--- config.mk ---
export PLATFORM = sky130hd
export DESIGN_NAME = lcd_text_buffer_flat
export DESIGN_NICKNAME = d
export VERILOG_FILES = /design/src/rtl/lcd_pkg.sv /design/src/rtl/lcd_text_buffer_if.sv /design/src/rtl/lcd_char_ram.sv /design/src/rtl/lcd_text_buffer.sv /design/src/flat_wrapper.sv
export SDC_FILE = /design/constraint.sdc
export NUM_CORES = 1
export LEC_CHECK = 0
export CAP_MARGIN = 15
export CORE_MARGIN = 2
export CORE_UTILIZATION = 58
export CTS_BUF_LIST = sky130_fd_sc_hd__clkbuf_4 sky130_fd_sc_hd__clkbuf_8
export DETAILED_ROUTE_END_ITERATION = 7
export HOLD_SLACK_MARGIN = 0.03
export PLACE_DENSITY = 0.8
export SLEW_MARGIN = 20
export SYNTH_ARGS = -nofsm -noshare
export SYNTH_HDL_FRONTEND = slang
export SYNTH_SLANG_ARGS = --single-unit
export TNS_END_PERCENT = 5
--- constraint.sdc ---
create_clock -name clk -period 3.1 [get_ports clk]
set_clock_uncertainty 0.1 [all_clocks]
set_input_delay 0.62 -clock clk [delete_from_list [all_inputs] [get_ports clk]]
set_output_delay 0.62 -clock clk [all_outputs]
set_load 0.02 [all_outputs]
--- src/rtl/lcd_pkg.sv ---
// Shared definitions for the LCD text buffer: sequencer state encoding,
// HD44780 DDRAM command byte, row base offsets and the default blank glyph.
package lcd_pkg;

  typedef enum logic [1:0] {
    ST_IDLE = 2'd0,
    ST_CMD  = 2'd1,
    ST_CHAR = 2'd2,
    ST_DONE = 2'd3
  } lcd_state_e;

  localparam int         LCD_ADDR_W        = 5;
  localparam logic [7:0] LCD_CMD_SET_DDRAM = 8'h80;
  localparam logic [7:0] LCD_ROW0_BASE     = 8'h00;
  localparam logic [7:0] LCD_ROW1_BASE     = 8'h40;
  localparam logic [7:0] LCD_BLANK_CHAR    = 8'h20;

  // Set-DDRAM-address command that parks the cursor at column 0 of a row
  function automatic logic [7:0] ddram_cmd(input logic row_is_1);
    return LCD_CMD_SET_DDRAM | (row_is_1 ? LCD_ROW1_BASE : LCD_ROW0_BASE);
  endfunction

endpackage

--- src/rtl/lcd_text_buffer_if.sv ---
// Bundle of the character-write port and the outgoing byte stream of the
// LCD text buffer. 'master' is the user/LCD-controller side, 'slave' is the
// buffer itself.
interface lcd_text_buffer_if;
  import lcd_pkg::*;

  logic                  wr_en;
  logic [LCD_ADDR_W-1:0] wr_addr;
  logic [7:0]            wr_data;
  logic                  clear;
  logic                  refresh_req;
  logic                  out_valid;
  logic                  out_ready;
  logic                  out_is_cmd;
  logic [7:0]            out_data;
  logic                  busy;
  logic                  frame_done;

  modport master (
    output wr_en, wr_addr, wr_data, clear, refresh_req, out_ready,
    input  out_valid, out_is_cmd, out_data, busy, frame_done
  );

  modport slave (
    input  wr_en, wr_addr, wr_data, clear, refresh_req, out_ready,
    output out_valid, out_is_cmd, out_data, busy, frame_done
  );

endinterface

--- src/rtl/lcd_char_ram.sv ---
// Character shadow store: DEPTH x 8 registers, synchronous write,
// single-cycle clear to BLANK_CHAR, combinational read. A write in the same
// cycle as a clear wins at its own address; out-of-range writes never match.
module lcd_char_ram
  import lcd_pkg::*;
#(
  parameter int         DEPTH      = 32,
  parameter logic [7:0] BLANK_CHAR = LCD_BLANK_CHAR
) (
  input  logic                  clk,
  input  logic                  reset,
  input  logic                  wr_en,
  input  logic [LCD_ADDR_W-1:0] wr_addr,
  input  logic [7:0]            wr_data,
  input  logic                  clear,
  input  logic [LCD_ADDR_W-1:0] rd_addr,
  output logic [7:0]            rd_data
);

  localparam int IDX_W = (DEPTH > 1) ? $clog2(DEPTH) : 1;

  logic [7:0]       mem_q [DEPTH];
  logic [7:0]       mem_d [DEPTH];
  logic [DEPTH-1:0] wr_hit;

  genvar gi;
  generate
    for (gi = 0; gi < DEPTH; gi++) begin : g_hit
      assign wr_hit[gi] = wr_en && (wr_addr == LCD_ADDR_W'(gi));
    end
  endgenerate

  // Next contents: clear first, then the write overrides its own cell
  always_comb begin
    for (int i = 0; i < DEPTH; i++) begin
      mem_d[i] = mem_q[i];
      if (clear)
        mem_d[i] = BLANK_CHAR;
      if (wr_hit[i])
        mem_d[i] = wr_data;
    end
  end

  // Store registers, blanked by reset
  always_ff @(posedge clk or negedge reset) begin
    if (!reset) begin
      for (int i = 0; i < DEPTH; i++)
        mem_q[i] <= BLANK_CHAR;
    end else begin
      for (int i = 0; i < DEPTH; i++)
        mem_q[i] <= mem_d[i];
    end
  end

  assign rd_data = (int'(rd_addr) < DEPTH) ? mem_q[rd_addr[IDX_W-1:0]] : BLANK_CHAR;

endmodule

--- src/rtl/lcd_text_buffer.sv ---
// LCD text buffer: holds a ROWS x COLS character store and streams it to the
// LCD controller as, per row, one Set-DDRAM command then COLS characters.
// Output bytes are registered and held while the consumer stalls.
// Optional build macro LCD_BUF_ROW_DIRTY_EN: per-row dirty tracking, so a
// frame only carries the rows that changed (default: one flag, all rows).
module lcd_text_buffer
  import lcd_pkg::*;
#(
  parameter int         COLS       = 16,
  parameter int         ROWS       = 2,
  parameter logic [7:0] BLANK_CHAR = LCD_BLANK_CHAR
) (
  input  logic              clk,
  input  logic              reset,
  lcd_text_buffer_if.slave  bus
);

  localparam int DEPTH = ROWS * COLS;
  localparam int CW    = (COLS > 1) ? $clog2(COLS) : 1;
  localparam int RW    = (ROWS > 1) ? $clog2(ROWS) : 1;
`ifdef LCD_BUF_ROW_DIRTY_EN
  localparam int DW    = ROWS;
`else
  localparam int DW    = 1;
`endif
  localparam logic [CW-1:0] COL_LAST = CW'(COLS - 1);

  lcd_state_e            state_q, state_d;
  logic [RW-1:0]         row_q, row_d;
  logic [CW-1:0]         col_q, col_d;
  logic [ROWS-1:0]       rows_q, rows_d;
  logic [DW-1:0]         dirty_q, dirty_d;
  logic                  out_valid_q, out_valid_d;
  logic                  out_is_cmd_q, out_is_cmd_d;
  logic [7:0]            out_data_q, out_data_d;

  logic [RW-1:0]         rd_row;
  logic [CW-1:0]         rd_col;
  logic [LCD_ADDR_W-1:0] rd_addr;
  logic [7:0]            rd_data;
  logic                  wr_ok;
  logic                  handshake;
  logic                  start;
  logic [DW-1:0]         dirty_set;
  logic [ROWS-1:0]       start_rows;
  logic [RW-1:0]         first_row;
  logic [RW-1:0]         next_row;
  logic                  next_found;

  lcd_char_ram #(
    .DEPTH      (DEPTH),
    .BLANK_CHAR (BLANK_CHAR)
  ) u_ram (
    .clk     (clk),
    .reset   (reset),
    .wr_en   (bus.wr_en),
    .wr_addr (bus.wr_addr),
    .wr_data (bus.wr_data),
    .clear   (bus.clear),
    .rd_addr (rd_addr),
    .rd_data (rd_data)
  );

  assign wr_ok     = bus.wr_en && (int'(bus.wr_addr) < DEPTH);
  assign handshake = out_valid_q && bus.out_ready;
  assign start     = (state_q == ST_IDLE) && ((|dirty_q) || bus.refresh_req);
  assign rd_addr   = LCD_ADDR_W'(int'(rd_row) * COLS + int'(rd_col));

  // Dirty bits raised by store changes and by refresh requests seen mid-frame
  always_comb begin
    dirty_set = '0;
    if (bus.clear || (bus.refresh_req && (state_q != ST_IDLE)))
      dirty_set = '1;
`ifdef LCD_BUF_ROW_DIRTY_EN
    for (int r = 0; r < ROWS; r++) begin
      if (wr_ok && ((int'(bus.wr_addr) / COLS) == r))
        dirty_set[r] = 1'b1;
    end
`else
    if (wr_ok)
      dirty_set = '1;
`endif
    dirty_d = (start ? '0 : dirty_q) | dirty_set;
  end

  // Row selection: rows covered by a frame starting now, its first row, and
  // the next selected row after the one currently being sent
  always_comb begin
`ifdef LCD_BUF_ROW_DIRTY_EN
    start_rows = dirty_q | (bus.refresh_req ? {ROWS{1'b1}} : {ROWS{1'b0}});
`else
    start_rows = {ROWS{1'b1}};
`endif
    first_row  = '0;
    for (int r = ROWS - 1; r >= 0; r--) begin
      if (start_rows[r])
        first_row = RW'(r);
    end
    next_row   = '0;
    next_found = 1'b0;
    for (int r = ROWS - 1; r >= 0; r--) begin
      if (rows_q[r] && (r > int'(row_q))) begin
        next_row   = RW'(r);
        next_found = 1'b1;
      end
    end
  end

  // Sequencer next-state and output-register loading
  always_comb begin
    state_d      = state_q;
    row_d        = row_q;
    col_d        = col_q;
    rows_d       = rows_q;
    out_valid_d  = out_valid_q;
    out_is_cmd_d = out_is_cmd_q;
    out_data_d   = out_data_q;
    rd_row       = row_q;
    rd_col       = col_q;

    unique case (state_q)
      ST_IDLE: begin
        if (start) begin
          row_d        = first_row;
          rows_d       = start_rows;
          out_valid_d  = 1'b1;
          out_is_cmd_d = 1'b1;
          out_data_d   = ddram_cmd(first_row != '0);
          state_d      = ST_CMD;
        end
      end
      ST_CMD: begin
        if (handshake) begin
          col_d        = '0;
          rd_col       = '0;
          out_is_cmd_d = 1'b0;
          out_data_d   = rd_data;
          state_d      = ST_CHAR;
        end
      end
      ST_CHAR: begin
        if (handshake) begin
          if (col_q == COL_LAST) begin
            if (next_found) begin
              row_d        = next_row;
              out_is_cmd_d = 1'b1;
              out_data_d   = ddram_cmd(next_row != '0);
              state_d      = ST_CMD;
            end else begin
              out_valid_d  = 1'b0;
              out_is_cmd_d = 1'b0;
              out_data_d   = '0;
              state_d      = ST_DONE;
            end
          end else begin
            col_d      = col_q + 1'b1;
            rd_col     = col_q + 1'b1;
            out_data_d = rd_data;
          end
        end
      end
      ST_DONE: begin
        state_d = ST_IDLE;
      end
      default: begin
        state_d     = ST_IDLE;
        out_valid_d = 1'b0;
      end
    endcase
  end

  // State and output registers; a frame follows reset via the dirty bits
  always_ff @(posedge clk or negedge reset) begin
    if (!reset) begin
      state_q      <= ST_IDLE;
      row_q        <= '0;
      col_q        <= '0;
      rows_q       <= '0;
      dirty_q      <= '1;
      out_valid_q  <= 1'b0;
      out_is_cmd_q <= 1'b0;
      out_data_q   <= '0;
    end else begin
      state_q      <= state_d;
      row_q        <= row_d;
      col_q        <= col_d;
      rows_q       <= rows_d;
      dirty_q      <= dirty_d;
      out_valid_q  <= out_valid_d;
      out_is_cmd_q <= out_is_cmd_d;
      out_data_q   <= out_data_d;
    end
  end

  assign bus.out_valid  = out_valid_q;
  assign bus.out_is_cmd = out_is_cmd_q;
  assign bus.out_data   = out_data_q;
  assign bus.busy       = (state_q != ST_IDLE);
  assign bus.frame_done = (state_q == ST_DONE);

endmodule
--- src/flat_wrapper.sv ---
// flat-port wrapper written by rule: the top's interface ports become plain ports
module lcd_text_buffer_flat import lcd_pkg::*;
#(
  parameter int         COLS       = 16,
  parameter int         ROWS       = 2,
  parameter logic [7:0] BLANK_CHAR = LCD_BLANK_CHAR
)
  (clk, reset, bus_wr_en, bus_wr_addr, bus_wr_data, bus_clear, bus_refresh_req, bus_out_ready, bus_out_valid, bus_out_is_cmd, bus_out_data, bus_busy, bus_frame_done);
  lcd_text_buffer_if bus_i ();
  input  logic clk;
  input  logic reset;
  input wire logic [$bits(bus_i.wr_en)-1:0] bus_wr_en;
  input wire logic [$bits(bus_i.wr_addr)-1:0] bus_wr_addr;
  input wire logic [$bits(bus_i.wr_data)-1:0] bus_wr_data;
  input wire logic [$bits(bus_i.clear)-1:0] bus_clear;
  input wire logic [$bits(bus_i.refresh_req)-1:0] bus_refresh_req;
  input wire logic [$bits(bus_i.out_ready)-1:0] bus_out_ready;
  output wire logic [$bits(bus_i.out_valid)-1:0] bus_out_valid;
  output wire logic [$bits(bus_i.out_is_cmd)-1:0] bus_out_is_cmd;
  output wire logic [$bits(bus_i.out_data)-1:0] bus_out_data;
  output wire logic [$bits(bus_i.busy)-1:0] bus_busy;
  output wire logic [$bits(bus_i.frame_done)-1:0] bus_frame_done;
  assign bus_i.wr_en = bus_wr_en;
  assign bus_i.wr_addr = bus_wr_addr;
  assign bus_i.wr_data = bus_wr_data;
  assign bus_i.clear = bus_clear;
  assign bus_i.refresh_req = bus_refresh_req;
  assign bus_i.out_ready = bus_out_ready;
  assign bus_out_valid = bus_i.out_valid;
  assign bus_out_is_cmd = bus_i.out_is_cmd;
  assign bus_out_data = bus_i.out_data;
  assign bus_busy = bus_i.busy;
  assign bus_frame_done = bus_i.frame_done;
  lcd_text_buffer #(.COLS(COLS), .ROWS(ROWS), .BLANK_CHAR(BLANK_CHAR)) u_core (.clk(clk), .reset(reset), .bus(bus_i));
endmodule
After elaboration in Yosys (flattened, before gate mapping)
Cells that the tools add are included.
{"block": "word_totals", "register_bits": 275, "elab_cells": 239, "inputBits": 19, "out_inout_bits": 12}
{"block": "op_classes", "addsub": 2, "n_eq_ne": 41, "n_lt_le_gt_ge": 2, "bitwise": 2, "muxes": 71, "n_reduce_logical": 81}
{"op": "8-bit two-way mux", "count": 40}
{"op": "5-bit equality test, second input constant", "count": 16}
{"op": "2-bit nonzero test", "count": 34}
{"op": "8-bit binary-select mux with 5-bit select", "count": 1}
{"op": "5-bit by 4-bit equality test with 1-bit output, second input constant", "count": 8}
{"op": "1-bit logical AND", "count": 36}
{"op": "8-bit case mux with 3 select lines", "count": 1}
{"op": "5-bit by 3-bit equality test with 1-bit output, second input constant", "count": 4}
{"op": "1-bit two-way mux", "count": 16}
{"op": "5-bit AND reduction", "count": 3}
{"op": "4-bit two-way mux", "count": 3}
{"op": "5-bit by 2-bit equality test with 1-bit output, second input constant", "count": 2}
{"op": "2-bit two-way mux", "count": 5}
{"op": "2-bit by 1-bit inequality test with 1-bit output, second input constant", "count": 5}
{"op": "2-bit case mux with 4 select lines", "count": 1}
{"op": "4-bit case mux with 2 select lines", "count": 1}
{"op": "4-bit AND reduction", "count": 2}
{"op": "6-bit >= comparator, second input constant", "count": 1}
{"op": "5-bit inverter with 6-bit output", "count": 1}
{"op": "5-bit by 4-bit adder with 5-bit output", "count": 1}
{"op": "5-bit by 1-bit equality test with 1-bit output, second input constant", "count": 1}
{"op": "5-bit zero test", "count": 1}
{"op": "4-bit by 1-bit adder with 4-bit output, second input constant", "count": 1}
{"op": "2-bit equality test, second input constant", "count": 2}
{"op": "other kinds (11)", "count": 13}

Logic depth before layout (Yosys ltp)
{"block": "logic_depth", "ltp_word": 12, "mapped_depth": 14, "mapped_depth_nobuf": 11}

Hierarchy
A second synthesis with hierarchy kept.
{"block": "hier_totals", "hier_cells": 1091, "area_unflattened_um2": 14351.3}
{"mod": "lcd_char_ram", "instances": 1, "area_each_um2": 13329.0, "cells_each": 987, "seq_area_each_um2": 6446.2}
{"mod": "lcd_text_buffer", "instances": 1, "area_each_um2": 1022.2, "cells_each": 104, "seq_area_each_um2": 476.7}

Worst setup path before layout
OpenSTA, ideal clock, no wires.
{"block": "synth_timing", "path_kind": "register to register", "start": "register u_core.state_q[0]", "end": "register u_core.out_data_q[7], in the netlist u_core.bus.out_data[7]", "synth_period_minus_slack_ns": 2.938, "arrival_ns": 2.706, "setup_ns": 0.131, "stages_incl_launch_ff": 14, "path_buffers": 2, "setup_slack_ns": 0.162, "cell_sequence": "dfrtp_1 -> inv_1 -> ha_1 -> nand3_1 -> or4_4 -> and3_1 -> buf_6 -> inv_8 -> buf_8 -> mux2i_1 -> a22oi_1 -> a22o_1 -> a2111oi_0 -> o21ai_1"}
{"block": "synth_between", "elab_chain_len": 10}
{"element": "from (decl)", "line": "lcd_text_buffer.sv:28", "source": "lcd_state_e state_q, state_d;"}
{"element": "from (signal assigned)", "line": "lcd_text_buffer.sv:184", "source": "state_q <= state_d;"}
{"element": "2-bit equality test / 2-bit by 1-bit equality test with 1-bit output (equally long branches)", "line": "lcd_text_buffer.sv:121", "source": "unique case (state_q)"}
{"element": "4-bit case mux with 2 select lines", "line": "lcd_text_buffer.sv:121"}
{"element": "5-bit by 4-bit adder with 5-bit output", "line": "lcd_text_buffer.sv:67", "source": "assign rd_addr = LCD_ADDR_W'(int'(rd_row) * COLS + int'(rd_col));"}
{"element": "5-bit inverter with 6-bit output (not written as such)", "line": "lcd_char_ram.sv:55", "source": "assign rd_data = (int'(rd_addr) < DEPTH) ? mem_q[rd_addr[IDX_W-1:0]] : BLANK_CHAR;"}
{"element": "8-bit binary-select mux with 5-bit select", "line": "lcd_char_ram.sv:55"}
{"element": "8-bit two-way mux (not written as such) (2 in a row)", "line": "lcd_char_ram.sv:55"}
{"element": "8-bit two-way mux", "line": "lcd_text_buffer.sv:143", "source": "if (col_q == COL_LAST) begin"}
{"element": "8-bit two-way mux", "line": "lcd_text_buffer.sv:142", "source": "if (handshake) begin"}
{"element": "8-bit case mux with 3 select lines", "line": "lcd_text_buffer.sv:121"}
{"element": "to (signal assigned)", "line": "lcd_text_buffer.sv:191", "source": "out_data_q <= out_data_d;"}
{"element": "to (decl)", "line": "lcd_text_buffer.sv:35", "source": "logic [7:0] out_data_q, out_data_d;"}
Several ways; a longest one is shown, not always the timed one. The select of a mux whose other input is x is not followed.
A chain may end at the register's enable or synchronous reset.

Worst setup path in the final report
{"block": "layout_timing", "start": "register u_core.state_q[1]", "end": "register u_core.out_data_q[2], in the netlist u_core.bus.out_data[2]"}
The elaborated chain is that of the path after synthesis.

==> metrics.md <==
| Metric | Value |
|---|---|
| Diode count | `0` |
| Chip height | `160 um` |
| All-Layer GR Usage | `0.330` |
| Port bufs | `30` |
| Leak | `7.32 nW` |
| Syn Std Cell Area | `14200 um2` |
| First-pass GRT wire length | `67.8 mm` |
| Int Pwr | `6.74 mW` |
| Clk buf depth | `3` |
| Nets | `1847` |
| Reg power frac | `0.380` |
| WL met2 | `18.9 mm` |
| Clock period minus final worst setup slack | `3.00 ns` |
| Ports | `31` |
| DP Area | `15500 um2` |
| Post-route cell area | `16700 um2` |
| Clock root buffer | `clkbuf_8` |
| Setup Viol. Count Final | `0` |
| Logic pwr share | `0.263` |
| Uppermost routed layer | `met4` |
| Total Power | `9.92 mW` |
| Pre-antenna DRT Iters | `8` |
| WP data arrival | `3.36 ns` |
| DR DRC count | `1` |
| Detailed Route WL | `42.0 mm` |
| Die area | `25700 um2` |
| WL/cell | `19.2 um` |
| Clock network power share | `0.358` |
| Number of synthesized flops with an enable pin | `0` |
| Max Freq | `333 MHz` |
| Synth unique cells | `52` |
| GRT Residual Overflow | `0` |
| Reg clk slew, reported paths | `0.06 ns` |
| Post-Syn Instances | `1735` |
| Synth async-reset ratio | `1.00` |
| Via count | `13100` |
| Initial antenna violation count | `1` |
| Post-route ant nets | `0` |
| Max VDD drop | `0.389 mV` |
| Worst-Margin Slew | `0.664 ns` |
| Post-Route M1 WL | `17.3 mm` |
| Metal3 WL | `4.26 mm` |
| Failing checks | `design-rule violations` |
| Hold WC Path Type | `reg2reg` |
| Ys flop type | `dfrtp_1` |
| Share of layout cells above drive strength 1 | `0.151` |
| Iteration-0 DRC Markers | `1732` |
| Synthesized flop and latch total | `275` |
| Cell total after placement | `2098` |
| Crit path max fanout | `11` |
| Layout area overhead | `17.6%` |
| Max cap viols | `0` |
| Non-filler instance count after layout | `2183` |
| Switching share of power | `0.321` |
| CTS tree | `built` |
| Initial Utilization | `0.586` |
| Total CTS buffers | `45` |
| Largest net degree at the start of global routing | `73` |
| Cell Rows | `57` |
| DP HPWL | `27.4 mm` |
| Status | `complete, but fails checks` |
| Sinks on the clock net | `275` |
| Synth warn | `0` |
| Die width | `160 um` |
| CTS H-tree lvls | `2` |
| Avg Cell Area, Syn | `8.17 um2` |
| WHS | `0.400 ns` |
| Seq/Total Area, Yosys | `0.488` |
| Crit Path Category | `reg2reg` |
| Vias per inst | `6.02` |
| Worst Path Required | `3.46 ns` |
| Fin. max-slew vios | `0` |
| P_sw | `3.19 mW` |
| Hold Vio Cnt, Final | `0` |
| Syn nets | `1760` |
| CP Launch Type | `register` |
| Setup Buffers After CTS | `0` |
| Fill count | `1797` |
| Vias in the first global route | `12900` |
| GP Congestion | `0.989` |
| Pwr dens | `596 nW/um2` |
| Rel. slew slack | `0.557` |
| Core area | `24200 um2` |
| Crit. End Element | `register` |
| Period utilisation layout | `0.969` |
| Clk Latency, worst-skew pair | `0.59 ns` |
[critical path, stage by stage, from the launching register on]
cell and delay [ns]:
dfrtp_1 0.41, inv_2 0.09, buf_4 0.12, ha_2 0.18
a21boi_2 0.19, buf_4 0.13, nand2b_1 0.13, o221ai_2 0.14
buf_6 0.16, buf_6 0.15, nand2_1 0.09, nor3_1 0.05
buf_4 0.19, a32o_1 0.24, a31oi_1 0.22, buf_4 0.18
nand4_1 0.07
[synthesized netlist by cell type, drive strengths merged (2+ instances only)]
master,count,area [um2]
dfstp,33,867
dfrtp,242,6060
nand3b,89,668
a21oi,21,105
nand3,59,295
o22ai,2,12.5
nor4,4,25.0
a21boi,2,15.0
a311o,3,30.0
and3,34,218
o31ai,2,15.0
mux2i,14,140
or3,2,12.5
a22oi,2,15.0
clkbuf,93,349
ha,6,75.1
nand2b,143,895
a31oi,16,100
nor2b,3,18.8
nor3,17,85.1
buf,31,179
nand4,12,75.1
o311a,2,20.0
a221oi,2,17.5
a2111oi,3,26.3
nand2,594,2230
inv,12,52.6
a211oi,3,27.5
a311oi,26,228
o21ai,182,911
nor2,65,244
a32o,6,60.1
[routing by layer]
layer  up-vias  global-route usage
li1       5977                   -
met1      6311               0.458
met2       720               0.504
met3       136              0.0757
met4         0               0.139
met5         -                   0
[path summary, 6_finish.rpt]
kind                                   start  slack (ns)                       to  cells after the start
max                        u_core.state_q[1]         0.1   u_core.bus.out_data[2]                     16
min                         u_core.rows_q[0]        0.40         u_core.rows_q[0]                      1
max reg2reg                u_core.state_q[1]         0.1   u_core.bus.out_data[2]                     16
min reg2reg                 u_core.rows_q[0]        0.40         u_core.rows_q[0]                      1
max in group asynchronous              reset        1.53  u_core.u_ram.mem_q[213]                      3
min in group asynchronous              reset        0.47        u_core.state_q[1]                      2
[power groups by stage]
stage / sequential, mW / clock, mW / combinational, mW
after floorplan: 3.83 / 0 / 1.42
after global placement: 3.82 / 0 / 2.41
after detailed placement: 3.82 / 0 / 2.46
after CTS: 3.76 / 3.57 / 2.48
after global routing: 3.77 / 3.73 / 2.79
final: 3.77 / 3.55 / 2.60
[cells in the final DEF (no fill, tap or decap), drive strengths merged, types with 16 or more instances in the layout]
master         synthesis  final
nand2                594    594
dfrtp                242    242
o21ai                182    182
nand2b               143    143
buf                   31    135
nand3b                89     89
clkbuf                93     76
nor2                  65     65
nand3                 59     59
and3                  34     34
dfstp                 33     33
clkdlybuf4s50          0     28
a311oi                26     26
a21oi                 21     21
nor3                  17     17
a31oi                 16     16
[flip-flops by register name (all words and copies together) (netlist names)]
signal                 flops
u_core.rd_row              1
u_core.bus.out_valid       1
u_core.bus.out_is_cmd      1
u_core.bus.out_data        8
u_core.state_q             2
u_core.rows_q              1
u_core.dirty_q             1
u_core.u_ram.mem_q       256
u_core.col_q               4
[cell type report]
type	instances	area, um2	area share
Clock buffer	76	921	0.0553
Tap cell	324	405	0.0243
Inverter	12	57.6	0.00345
Timing Repair Buffer	164	1480	0.0885
Multi-Input combinational cell	1324	6780	0.407
Clock inverter	8	100	0.00601
Sequential cell	275	6920	0.416
[per-stage QoR]
stage,util,TNS (ns),worst slack (ns)
after floorplan,-,0,0.162
after global placement,0.641,-2.56,-0.361
after detailed placement,0.641,-3.23,-0.442
after CTS,0.685,0,0.0163
after global routing,0.689,-0.000494,-0.000494
final,0.689,0,0.0972
[cell families (layout without fill, tap and decap cells)]
| kind of cell | count (synthesis) | count (layout) | share of synthesized area |
|---|---|---|---|
| compound gates | 278 | 278 | 0.115 |
| fa+ha+maj | 6 | 6 | 0.00530 |
| buf+inv | 136 | 260 | 0.0410 |
| flops | 275 | 275 | 0.488 |
| mux | 16 | 16 | 0.0123 |
| simple gates | 1024 | 1024 | 0.338 |
[what timing repair did]
item | 4_1_cts | 5_1_grt
setup endpoints to repair | 8 | 8
pin swaps | 0 | 1
endpoints found under the hold margin | 57 | 0
gates resized for setup | 5 | 29
hold buffers | 1 | 0
Note: power is estimated with default switching activity, not from simulation.
==> edit (config.mk and constraints unchanged) <==
Re-encode `lcd_state_e` (4 states) as Gray code, 2 bits wide.
--- a/src/rtl/lcd_pkg.sv
+++ b/src/rtl/lcd_pkg.sv
@@ -4,8 +4,8 @@
 
   typedef enum logic [1:0] {
-    ST_IDLE = 2'd0,
-    ST_CMD  = 2'd1,
-    ST_CHAR = 2'd2,
-    ST_DONE = 2'd3
+    ST_IDLE = 2'b00,
+    ST_CMD  = 2'b01,
+    ST_CHAR = 2'b11,
+    ST_DONE = 2'b10
   } lcd_state_e;
 
Formal check against the unedited RTL: same outputs for any inputs over 4 cycles, from zero or initial values and one cycle with reset low; so few cycles prove little.
==> edit against the original RTL <==
Power up 3.2%. Setup slack better by 0.048 ns. Combinational power down 2%. Sequential cell count unchanged. Global-route usage up 0.38 points. Design area down 1.7%. Core utilization down 0.99 points. Synthesized area down 0.45%. Worst hold slack better by 0.016 ns. Sequential share of layout area up 0.73 points. Routed wire length up 1.3%. Largest cell class unchanged. Largest power group is now clock.
==> edit: results (changes against the original RTL) <==
- Crit Path Max Fanout: 20 (+9)
- Synth cell types: 44 (-15%)
- Max stage delay on crit path: 0.44 ns (+0.03 ns)
- Final net count: 1805 (-2.3%)
- Antenna Violating Nets Remaining: 0 (unchanged)
- Top cells by count, synth: 636 x nand2_1, 242 x dfrtp_1, 134 x nand3b_1
- Drt total wl: 42500 microns (+1.3%)
- First-pass GRT wire length: 68700 microns (+1.3%)
- Number of H-tree levels: 2 (unchanged)
- Root buffer cell: clkbuf_8
- Vias per cell: 6.09 (+1.2%)
- Max reg flops: 256 (unchanged)
- YS warnings: 0 (unchanged)
- CP top delay family: compound AO/OA/AOI/OAI gates
- Final setup viols: 0 (unchanged)
- Seq/Total Area, Yosys: 49.1% (+0.22 points)
- Seq pwr: 3.80 mW
- Outcome: finished clean
- HPWL Detailed: 26900 microns (-1.6%)
- Share of cells above drive strength 1: 13.1% (-2.1 points)
- CTS buffer count: 46 (+2.2%)
- Peak VDD IR: 0.329 mV (-15%)
- WP data arrival: 3.32 ns (-0.04 ns)
- Worst slack, placed: -0.344 ns (+0.0987 ns)
- Leakage power: 7.51 nW (+2.5%)
- Worst path slowest cell: dfrtp_1
- Switching Fraction: 32.2% (+0.039 points)
- Final Wtd Congestion: 0.954 (-3.6%)
- Hold/Removal Path Class: flip-flop to flip-flop
- GRT Total Usage: 33.4% (+0.38 points)
- TritonRoute pass-1 iters: 6 (-2)
- Skew-Pair Late Insertion Delay: 0.57 ns (-0.02 ns)
- Port Buffers: 30 (unchanged)
- Initial DRC count: 2055 (+19%)
- Maximum buffer depth of the clock tree: 3 (unchanged)
- Antenna violations before repair: 0 (-1)
- Power density over cell area: 625 mW/mm^2 (+5.0%)
- Largest net degree at the start of global routing: 258 (+250%)
- ANT cells: 0 (unchanged)
- Reg with most FFs: u_core.u_ram.mem_q
- Cells after Synth: 1731 (-0.23%)
- Post-synth top flop: dfrtp_1
- Clk pwr: 3.89 mW (+9.6%)
- Largest cells by area after synthesis: dfrtp_1 43%, nand2_1 17%, nand3b_1 7.1%
- Clock transition at path regs: 0.07 ns
- Max_slew headroom: 28.9% (-27 points)
- Placement Cell Area: 0.0152 sq mm (-1.8%)
- Placed cells: 2060 (-1.8%)
- Async SR Flop Fraction: 100% (unchanged)
- Vias after detailed routing: 13100 (-0.53%)
edit: cell types whose count changed after synthesis, moves of 13 or more:
cell      unedited run  this run
o21ai_0            180       130
nand2b_1           143        97
nand3b_1            89       134
nand2_1            594       636
nand3_1             59        89
a211oi_1             2        19
nor2_1              65        48
a21oi_1             21         8
edit: path summary, 6_finish.rpt:
kind | from | to | slack, ns | depth (start not counted)
min in group asynchronous | reset | u_core.u_ram.mem_q[3] | 0.52 | 2
min | u_core.u_ram.mem_q[113] | u_core.u_ram.mem_q[113] | 0.42 | 2
max in group asynchronous | reset | u_core.dirty_q | 1.54 | 3
max | u_core.col_q[0] | u_core.bus.out_data[7] | 0.14 | 11
max reg2reg | u_core.col_q[0] | u_core.bus.out_data[7] | 0.14 | 11
min reg2reg | u_core.u_ram.mem_q[113] | u_core.u_ram.mem_q[113] | 0.42 | 2
edit: cells by family after synthesis:
kind of cell	Yosys count	synth area share, %
buf+inv	137	4.07
simple gates	1081	36.3
mux	3	0.213
compound gates	234	10.3
flops	275	49.1
fa+ha+maj	1	0.0887
edit: per-layer routing:
layer  part of all wire, %  global-route usage (%)  routed length, microns  vias to the layer above
li1                      -                       -                       -                     5896
met1                    41                    46.7                   17600                     6323
met2                    46                    52.1                   19500                      743
met3                   9.4                    6.18                    4010                      112
met4                   3.5                    13.1                    1470                        0
met5                     0                       0                       0                        -
edit: cell type report:
cell class / count / area, sq um
multi-input cells: 1319 / 6620
well taps: 324 / 405
fillers: 1897 / 7730
flip-flops and latches: 275 / 6920
repair buffers: 139 / 1270
inverters: 4 / 17.5
clock inverters: 17 / 215
clock buffers: 68 / 917
edit: what timing repair did:
item	in CTS	in global routing
gates resized for setup	0	1
buffers inserted	0	0
hold endpoints to repair	58	0
hold buffers	1	0
setup endpoints to repair	0	1
